$ cat src/rtl/mod_exp_ctrl.sv
// Modular exponentiation controller: converts BASE into the Montgomery domain by repeated doubling,
// then runs MSB-first square-and-multiply on an external Montgomery multiplier.
module mod_exp_ctrl (
    input  logic        pclk,
    input  logic        reset,
    input  logic        GO,
    input  logic [63:0] BASE,
    input  logic [63:0] EXP,
    input  logic [63:0] M,
    output logic        mm_go,
    output logic [63:0] mm_a,
    output logic [63:0] mm_b,
    output logic [63:0] mm_m,
    input  logic [65:0] mm_p,
    input  logic        mm_ready,
    output logic [63:0] RESULT,
    output logic        BUSY,
    output logic        DONE
);

    typedef enum logic [2:0] {
        StIdle, StConv, StSqr, StMul, StFin, StGap, StDone
    } state_e;

    state_e      state_q, state_d;
    state_e      after_gap_q, after_gap_d;
    logic        go_prev_q, go_prev_d;
    logic        armed_q, armed_d;
    logic [63:0] exp_q, exp_d;
    logic [63:0] m_q, m_d;
    logic [64:0] x_q, x_d;
    logic [64:0] rm_q, rm_d;
    logic [63:0] acc_q, acc_d;
    logic [5:0]  idx_q, idx_d;
    logic [5:0]  conv_cnt_q, conv_cnt_d;
    logic [63:0] result_q, result_d;
    logic        start;

    // Upper product bits carry no information once the multiplier result is reduced.
    logic unused_mm_p_hi;
    assign unused_mm_p_hi = ^mm_p[65:64];

    // Full 66-bit compare so moduli near 2^64 reduce correctly.
    function automatic logic [64:0] dbl_mod(input logic [64:0] v, input logic [63:0] m);
        logic [65:0] two;
        two = {v, 1'b0};
        if (two >= {2'b00, m}) begin
            return 65'(two - {2'b00, m});
        end
        return 65'(two);
    endfunction

    // Armed only after GO has been seen low, so GO held through reset cannot start an operation.
    assign start = GO && !go_prev_q && armed_q && (state_q == StIdle || state_q == StDone);

    always_ff @(posedge pclk) begin
        if (reset) begin
            state_q     <= StIdle;
            after_gap_q <= StIdle;
            go_prev_q   <= 1'b0;
            armed_q     <= 1'b0;
            exp_q       <= '0;
            m_q         <= '0;
            x_q         <= '0;
            rm_q        <= '0;
            acc_q       <= '0;
            idx_q       <= '0;
            conv_cnt_q  <= '0;
            result_q    <= '0;
        end else begin
            state_q     <= state_d;
            after_gap_q <= after_gap_d;
            go_prev_q   <= go_prev_d;
            armed_q     <= armed_d;
            exp_q       <= exp_d;
            m_q         <= m_d;
            x_q         <= x_d;
            rm_q        <= rm_d;
            acc_q       <= acc_d;
            idx_q       <= idx_d;
            conv_cnt_q  <= conv_cnt_d;
            result_q    <= result_d;
        end
    end

    always_comb begin
        state_d     = state_q;
        after_gap_d = after_gap_q;
        unique case (state_q)
            StIdle, StDone: begin
                if (start) state_d = StConv;
            end
            StConv: begin
                if (conv_cnt_q == 6'd63) state_d = StSqr;
            end
            StSqr: begin
                if (mm_ready) begin
                    state_d = StGap;
                    if (exp_q[idx_q])        after_gap_d = StMul;
                    else if (idx_q == 6'd0)  after_gap_d = StFin;
                    else                     after_gap_d = StSqr;
                end
            end
            StMul: begin
                if (mm_ready) begin
                    state_d     = StGap;
                    after_gap_d = (idx_q == 6'd0) ? StFin : StSqr;
                end
            end
            StFin: begin
                if (mm_ready) begin
                    state_d     = StGap;
                    after_gap_d = StDone;
                end
            end
            StGap:   state_d = after_gap_q;
            default: state_d = StIdle;
        endcase
    end

    always_comb begin
        go_prev_d  = GO;
        armed_d    = armed_q | ~GO;
        exp_d      = exp_q;
        m_d        = m_q;
        x_d        = x_q;
        rm_d       = rm_q;
        acc_d      = acc_q;
        idx_d      = idx_q;
        conv_cnt_d = conv_cnt_q;
        result_d   = result_q;
        if (start) begin
            exp_d      = EXP;
            m_d        = M;
            x_d        = {1'b0, BASE};
            rm_d       = 65'd1;
            conv_cnt_d = 6'd0;
        end
        unique case (state_q)
            StConv: begin
                x_d        = dbl_mod(x_q, m_q);
                rm_d       = dbl_mod(rm_q, m_q);
                conv_cnt_d = conv_cnt_q + 6'd1;
                if (conv_cnt_q == 6'd63) begin
                    acc_d = rm_d[63:0];
                    idx_d = 6'd63;
                end
            end
            StSqr: begin
                if (mm_ready) begin
                    acc_d = mm_p[63:0];
                    if (!exp_q[idx_q] && idx_q != 6'd0) idx_d = idx_q - 6'd1;
                end
            end
            StMul: begin
                if (mm_ready) begin
                    acc_d = mm_p[63:0];
                    if (idx_q != 6'd0) idx_d = idx_q - 6'd1;
                end
            end
            StFin: begin
                if (mm_ready) result_d = mm_p[63:0];
            end
            default: ;
        endcase
    end

    always_comb begin
        mm_go  = (state_q == StSqr) || (state_q == StMul) || (state_q == StFin);
        mm_a   = acc_q;
        mm_b   = acc_q;
        if (state_q == StMul) mm_b = x_q[63:0];
        if (state_q == StFin) mm_b = 64'd1;
        mm_m   = m_q;
        RESULT = result_q;
        BUSY   = (state_q != StIdle) && (state_q != StDone);
        DONE   = (state_q == StDone);
    end

endmodule

$ cat config.mk
export PLATFORM = sky130hd
export DESIGN_NAME = mod_exp_ctrl
export DESIGN_NICKNAME = d
export VERILOG_FILES = /design/src/rtl/mod_exp_ctrl.sv
export SDC_FILE = /design/constraint.sdc
export NUM_CORES = 1
export LEC_CHECK = 0
export CAP_MARGIN = 20
export CORE_UTILIZATION = 30
export DETAILED_ROUTE_END_ITERATION = 10
export GPL_TIMING_DRIVEN = 0
export PLACE_DENSITY = 0.63
export SLEW_MARGIN = 20
export SYNTH_ARGS = -nofsm -noshare
export SYNTH_HDL_FRONTEND = slang
export SYNTH_SLANG_ARGS = --single-unit
export TNS_END_PERCENT = 50
$ cat constraint.sdc
create_clock -name pclk -period 3.25 [get_ports pclk]
set_clock_uncertainty 0.05 [all_clocks]
set_input_delay 0.65 -clock pclk [delete_from_list [all_inputs] [get_ports pclk]]
set_output_delay 0.65 -clock pclk [all_outputs]
set_load 0.02 [all_outputs]
==> results of run 1 <==
## cells in the final DEF (no fill, tap or decap), types with 55 or more instances in the layout
cell type	netlist	final
a22o_1	72	71
xnor2_1	73	69
clkbuf_1	229	150
clkbuf_16	0	57
o21ai_0	174	126
ha_4	0	55
a21oi_2	0	67
nor2_1	229	213
nand3_1	94	88
a21o_1	71	71
buf_4	7	106
dfxtp_1	406	354
clkdlybuf4s50_1	0	456
a21oi_1	509	435
nand2_1	726	694
## state kept, by name (all words and copies together) (netlist names)
signal / cells
armed_q: 1
rm_q: 65
after_gap_q: 3
idx_q: 6
mm_m: 64
go_prev_q: 1
conv_cnt_q: 6
state_q: 3
exp_q: 64
x_q: 65
mm_a: 64
RESULT: 64
## synthesized netlist by cell type (28+ instances only)
master / n / area, sq um
nor2_1: 229 / 860
o21a_1: 28 / 210
nand2_1: 726 / 2730
nand3_1: 94 / 470
nand4_1: 52 / 325
a31oi_1: 59 / 369
a21o_1: 71 / 533
xor2_1: 43 / 377
o21ai_0: 174 / 871
xnor2_1: 73 / 639
nor3_1: 38 / 190
clkbuf_1: 229 / 860
dfxtp_1: 406 / 8130
inv_1: 100 / 375
ha_1: 130 / 1630
a21oi_1: 509 / 2550
a22o_1: 72 / 631
mux2i_1: 93 / 931
## cell families after synthesis
| logic type | count (synthesis) |
|---|---|
| and+or+nand+nor | 1267 |
| muxes | 115 |
| adders and majority gates | 132 |
| xor gates and xnor gates | 116 |
| AOI/OAI and AO/OA | 1098 |
| DFF | 406 |
| buffers and inverters | 355 |
## final cells by class
type                    instances  area share, %
multi-input cells            2728           49.3
flip-flops and latches        406           20.9
repair buffers                666           17.1
well taps                    1144           3.65
clock buffers                  71           3.65
plain buffers                 214           3.29
clock inverters                20           1.02
inverters                     100           1.01
diodes                          1        0.00638
## through the flow
stage | utilization, % | setup TNS, ns | hold slack (ns) | worst slack [ns] | area, sq um
floorplan | - | -0.00913 | 0.380 | -0.00913 | 25800
global route | 46.1 | -68.59 | 0.420 | -0.601 | 39200
global placement | 38.1 | -727.16 | 0.389 | -2.92 | 32400
detailed placement | 38.2 | -419.34 | 0.391 | -2.11 | 32500
finish | 46.1 | -48.03 | 0.402 | -0.484 | 39200
CTS | 44.0 | -32.90 | 0.398 | -0.428 | 37400
## critical path, delay by kind of cell (launching register included)
kind / cells / cell delay [ns]
fa+ha+maj: 1 / 0.36
mux: 1 / 0.18
flops: 1 / 0.35
compound gates: 9 / 1.55
simple gates: 1 / 0.25
buf+inv: 6 / 0.81
## final timing paths
check | cells past startpoint | end | start
worst min register to register | 2 | armed_q | armed_q
worst min-delay path | 2 | armed_q | armed_q
worst max register to register | 18 | x_q[4] | x_q[0]
worst max-delay path | 18 | x_q[4] | x_q[0]
## timing repair
item | 4_1_cts | 5_1_grt
pin swaps | 123 | 127
gates cloned | 7 | 6
endpoints found under the setup margin | 400 | 313
resized for setup | 643 | 367
hold buffers | 0 | 0
buffers inserted | 84 | 57
## layer usage
metal	GRT usage, %	up-vias
li1	-	13800
met1	37.9	14700
met2	48.9	1736
met3	7.03	391
met4	12.9	12
met5	0.443	-
==> results.md, run 1 <==
* Rows at 107
* Fin cells at 5350
* Worst min path class: reg2reg
* Largest stage delay on the critical path at 0.36 ns
* Syn_nets at 3883
* Simple-Gate Fraction of Synth Area at 21.0%
* GPL Wtd Cong at 0.987
* Vias in the first global route at 28200
* Core ar. at 85000 sq um
* Critical path cell sequence: inv_4 > fa_2 > and2b_1 > o2111ai_2 > a21oi_2 > o211ai_1 > buf_4 > o221a_4 > o21ai_4 > o22a_2 > a21oi_4 > o21ai_4 > buf_12 > buf_16 > buf_12 > buf_8 > mux2i_1 > a21oi_1
* Largest net degree at the start of global routing at 16
* Max clock buf depth at 3
* Overall routing resource usage at 30.1%
* Post-Synth XOR/XNOR Area at 3.95%
* Yosys cell types at 81
* Final ANT Viol Nets at 0
* Detailed-route DRC error count at 0
* Status: finished, violations left
* TritonCTS buffer count at 50
* Ys flop type: dfxtp_1
* Sequential fraction of the synthesis area at 31.6%
* CP Max Fanout at 6
* Htree depth at 2
* Initial antenna violation count at 12
* CTS root buf: clkbuf_16
* Clock transition at path regs at 0.07 ns
* Die height at 295 um
* Startpoint types: register
* Final period util at 115%
* Slew headroom at 14.0%
* DRT Wirelength at 139 mm
* Multi-input gate area at 19300 sq um
* Synth-to-layout area growth at 52.3%
* Register area at 8200 sq um
* DPL Wire Length at 107 mm
* Vias/cell at 5.71
* Max-cap violation count at 0
* Mapped cell area at 25700 sq um
* RSZ-0062 raised after global routing: true
* First-pass GRT wire length at 192 mm
* DIE AREA at 87000 sq um
* Wl on met1 at 54.8 mm
* Crit Path Category: reg2reg
* First DRT Iteration DRCs at 3023
* Final Setup Violations at 234
* Via Count at 30500
* IO Pins at 521
* Worst-Skew Late Latency at 0.64 ns
* Top Metal Used: met5
* Post-synthesis mux area share at 5.50%
* Async SR Flop Fraction at 0%
* Ratio of cells with drive above 1 in the final layout at 20.5%
* FILL cells at 8442
* NumNets Final at 4560
* Worst Tran Pin Value at 1.29 ns
* Compound-Gate Fraction of Synth Area at 26.0%
* Syn Area/Cell at 7.38 sq um
* Fin. max-slew vios at 0
* Drt first pass iters at 6
* Buffers on Ports at 517
* Post-synth EDFFs at 0
* Final WS setup at -0.484 ns
* WL per Instance at 26.0 um
* Final number of hold-violating endpoints at 0
* Synth warnings at 0
* Post-synthesis adder-cell area fraction at 6.48%
* CP max-delay cell: fa_2
* GR Overflow Total at 0
* Metal2 WL at 62.2 mm
* Arrival time worst endpoint at 4.17 ns
* Critical Path RT at 3.69 ns
* Seq cells post-synth at 406
* Die Width at 295 um
* Placed insts at 5155
* Reg2reg setup slack at -0.48 ns
* Clk sinks at 406
* Fmax at 268 MHz
* Synth Instances at 3489
* Violated checks: setup timing
* Largest family of logic cells by synthesized area: compound AO/OA/AOI/OAI gates
* Post-route minimum period at 3.73 ns
* Initial Utilization at 30.3%
* Crit end category: register
* Met3 wire len at 14.8 mm
* TritonCTS clock tree: built
Power of run 1 is left out: the tool's default activity adds up to more than one toggle a clock period on the data nets, which glitch-free logic cannot reach.
==> run 2, diff against run 1 <==
MAX_ROUTING_LAYER = met4   (was unset)
TNS_END_PERCENT = 1   (was 50)
==> run 2 against run 1 <==
- the run still ends with setup timing left
- first-iteration DRC count shrank 1.8%
- flip-flop and latch count is the same
- critical path depth shrank 2
- utilization shrank 3.0 points
- worst setup slack lost 0.021 ns
- die area is the same
- cell area shrank 6.4%
- non-clock buffer count shrank 94
- register-to-register slack lost 0.02 ns
- cell count shrank 1.5%
- worst hold slack gained 0.00064 ns
- largest cell class unchanged
==> results.md, run 2 (synthesized netlist as in run 1, its figures left out) <==
* Met2 usage at 49.5% (was 48.9%)
* Top Usage Layer GRT: met2 (unchanged)
* Crit Path Category: reg2reg (unchanged)
* Final number of hold-violating endpoints at 0 (unchanged)
* Vias/cell at 5.62 (was 5.71)
* First DRT Iteration DRCs at 2968 (was 3023)
* Startpoint types: register (unchanged)
* Critical Path Start: mm_m[0] (was x_q[0])
* Largest stage delay on the critical path at 0.43 ns (was 0.36 ns)
* Ratio of cells with drive above 1 in the final layout at 14.7% (was 20.5%)
* Placed insts at 5155 (unchanged)
* Worst Tran Pin Value at 1.17 ns (was 1.29 ns)
* Grt met1 use at 38.9% (was 37.9%)
* Via Count at 29600 (was 30500)
* Drt first pass iters at 5 (was 6)
* Htree depth at 2 (unchanged)
* Arrival time worst endpoint at 4.19 ns (was 4.17 ns)
* Die height at 295 um (unchanged)
* Vias in the first global route at 28100 (was 28200)
* Crit end category: register (unchanged)
* R2r worst-path depth at 16 (was 18)
* Violated checks: setup timing (unchanged)
* Final Setup Violations at 206 (was 234)
* Critical path cell sequence: fa_2 > and2b_1 > o2111ai_2 > a21oi_2 > o211ai_1 > buf_4 > o221a_4 > o21ai_4 > o22a_4 > a21oi_4 > o21ai_4 > buf_12 > buf_16 > buf_12 > mux2i_2 > a21oi_1 (was inv_4 > fa_2 > and2b_1 > o2111ai_2 > a21oi_2 > o211ai_1 > buf_4 > o221a_4 > o21ai_4 > o22a_2 > a21oi_4 > o21ai_4 > buf_12 > buf_16 > buf_12 > buf_8 > mux2i_1 > a21oi_1)
* Slew headroom at 22.1% (was 14.0%)
* Fmax at 266 MHz (was 268 MHz)
* FILL cells at 8737 (was 8442)
* Detailed-route DRC error count at 0 (unchanged)
* Core ar. at 85000 sq um (unchanged)
* Rows at 107 (unchanged)
* Initial antenna violation count at 10 (was 12)
* CTS root buf: clkbuf_16 (unchanged)
* Commonest non-fill, non-tap cell in the layout: nand2_1 (unchanged)
* CP max-delay cell: fa_2 (unchanged)
* Largest regs: rm_q: 65 flops, x_q: 65 flops (unchanged)
* IO Pins at 521 (unchanged)
* GPL Wtd Cong at 1.02 (was 0.987)
* NumNets Final at 4467 (was 4560)
* WL per Instance at 26.1 um (was 26.0 um)
* Critical Path RT at 3.68 ns (was 3.69 ns)
* TritonCTS buffer count at 51 (was 50)
* GR Overflow Total at 0 (unchanged)
* Final period util at 116% (was 115%)
* Hold Slack at 0.403 ns (was 0.402 ns)
* RSZ-0062 raised after global routing: true (unchanged)
* Worst min path class: reg2reg (unchanged)
* TritonCTS clock tree: built (unchanged)
* Hold Startpoint: exp_q[13] (was armed_q)
* Final WS setup at -0.505 ns (was -0.484 ns)
* Overall routing resource usage at 31.5% (was 30.1%)
* DIE AREA at 87000 sq um (unchanged)
* Die Width at 295 um (unchanged)
* Post-route minimum period at 3.75 ns (was 3.73 ns)
* Fin. max-slew vios at 0 (unchanged)
* R2r startpoint: mm_m[0] (was x_q[0])
* Largest net degree at the start of global routing at 16 (unchanged)
* Status: finished, violations left (unchanged)
* Commonest non-fill, non-tap cells in the layout: 711 x nand2_1, 476 x a21oi_1, 452 x clkdlybuf4s50_1 (was 694 x nand2_1, 456 x clkdlybuf4s50_1, 435 x a21oi_1)
* DRT Wirelength at 137 mm (was 139 mm)
* Synth-to-layout area growth at 42.5% (was 52.3%)
* Clock transition at path regs at 0.06 ns (was 0.07 ns)
* Buffers on Ports at 517 (unchanged)
* Final ANT Viol Nets at 0 (unchanged)
* Quantity of hold-fixing buffers added after cts at 0 (unchanged)
* Fin cells at 5269 (was 5350)
* Initial Utilization at 30.3% (unchanged)
* Met3 track demand over resource at 7.06% (was 7.03%)
* Max-cap violation count at 0 (unchanged)
* Post-layout util at 43.1% (was 46.1%)
* First-pass GRT wire length at 194 mm (was 192 mm)
* Worst-Skew Late Latency at 0.65 ns (was 0.64 ns)
* DPL Wire Length at 109 mm (was 107 mm)
* Clk sinks at 406 (unchanged)
* Max clock buf depth at 3 (unchanged)
* CP Max Fanout at 7 (was 6)
* Hold Path Depth at 2 (unchanged)
## run 2: area by class of cell
type / instances / area [sq um] / area share [%]
clock inverter: 27 / 405 / 1.11
buffer: 214 / 1210 / 3.30
antenna: 10 / 25.0 / 0.0682
clock buffer: 68 / 1450 / 3.95
inverter: 100 / 380 / 1.04
multi-input combinational: 2728 / 18100 / 49.3
timing repair buffer: 572 / 5520 / 15.1
tap: 1144 / 1430 / 3.90
sequential: 406 / 8160 / 22.2
## run 2: path summary, 6_finish.rpt
| path | end | slack [ns] |
|---|---|---|
| min reg2reg | exp_q[13] | 0.40 |
| max reg2reg | x_q[32] | -0.50 |
| max | x_q[32] | -0.50 |
| min | exp_q[13] | 0.40 |
## run 2: metal layers
metal	up-vias	share of wire [%]	wire length (um)
li1	13600	-	-
met1	14200	41	55700
met2	1521	45	61500
met3	323	9.9	13500
met4	0	4.9	6670
met5	-	0	0
## run 2: what timing repair did
action                                  CTS  global route
pin swaps                                70            61
endpoints found under the setup margin  413           365
setup buffers                            35            12
gates cloned                              3             1
hold endpoints to repair                  0             0
resized for setup                       517           225
## run 2: critical path, delay by kind of cell, from the launching register on
| kind | cells | cell delay (ns) |
|---|---|---|
| AO/OA/AOI/OAI | 9 | 1.53 |
| buffers and inverters | 4 | 0.66 |
| adder cells (fa/ha/maj) | 1 | 0.43 |
| flip-flops | 1 | 0.39 |
| AND/OR/NAND/NOR | 1 | 0.25 |
| multiplexers | 1 | 0.23 |
## run 2: per-stage QoR
step | setup slack (ns) | instance area, sq um | TNS (ns)
2_1_floorplan | -0.0428 | 25800 | -2.62
5_1_grt | -0.566 | 36700 | -80.54
3_3_place_gp | -2.73 | 32400 | -695.93
3_5_place_dp | -1.67 | 32500 | -390.88
4_1_cts | -0.445 | 36100 | -51.55
6_report | -0.505 | 36700 | -61.72
Power of run 2 is left out for the same reason.
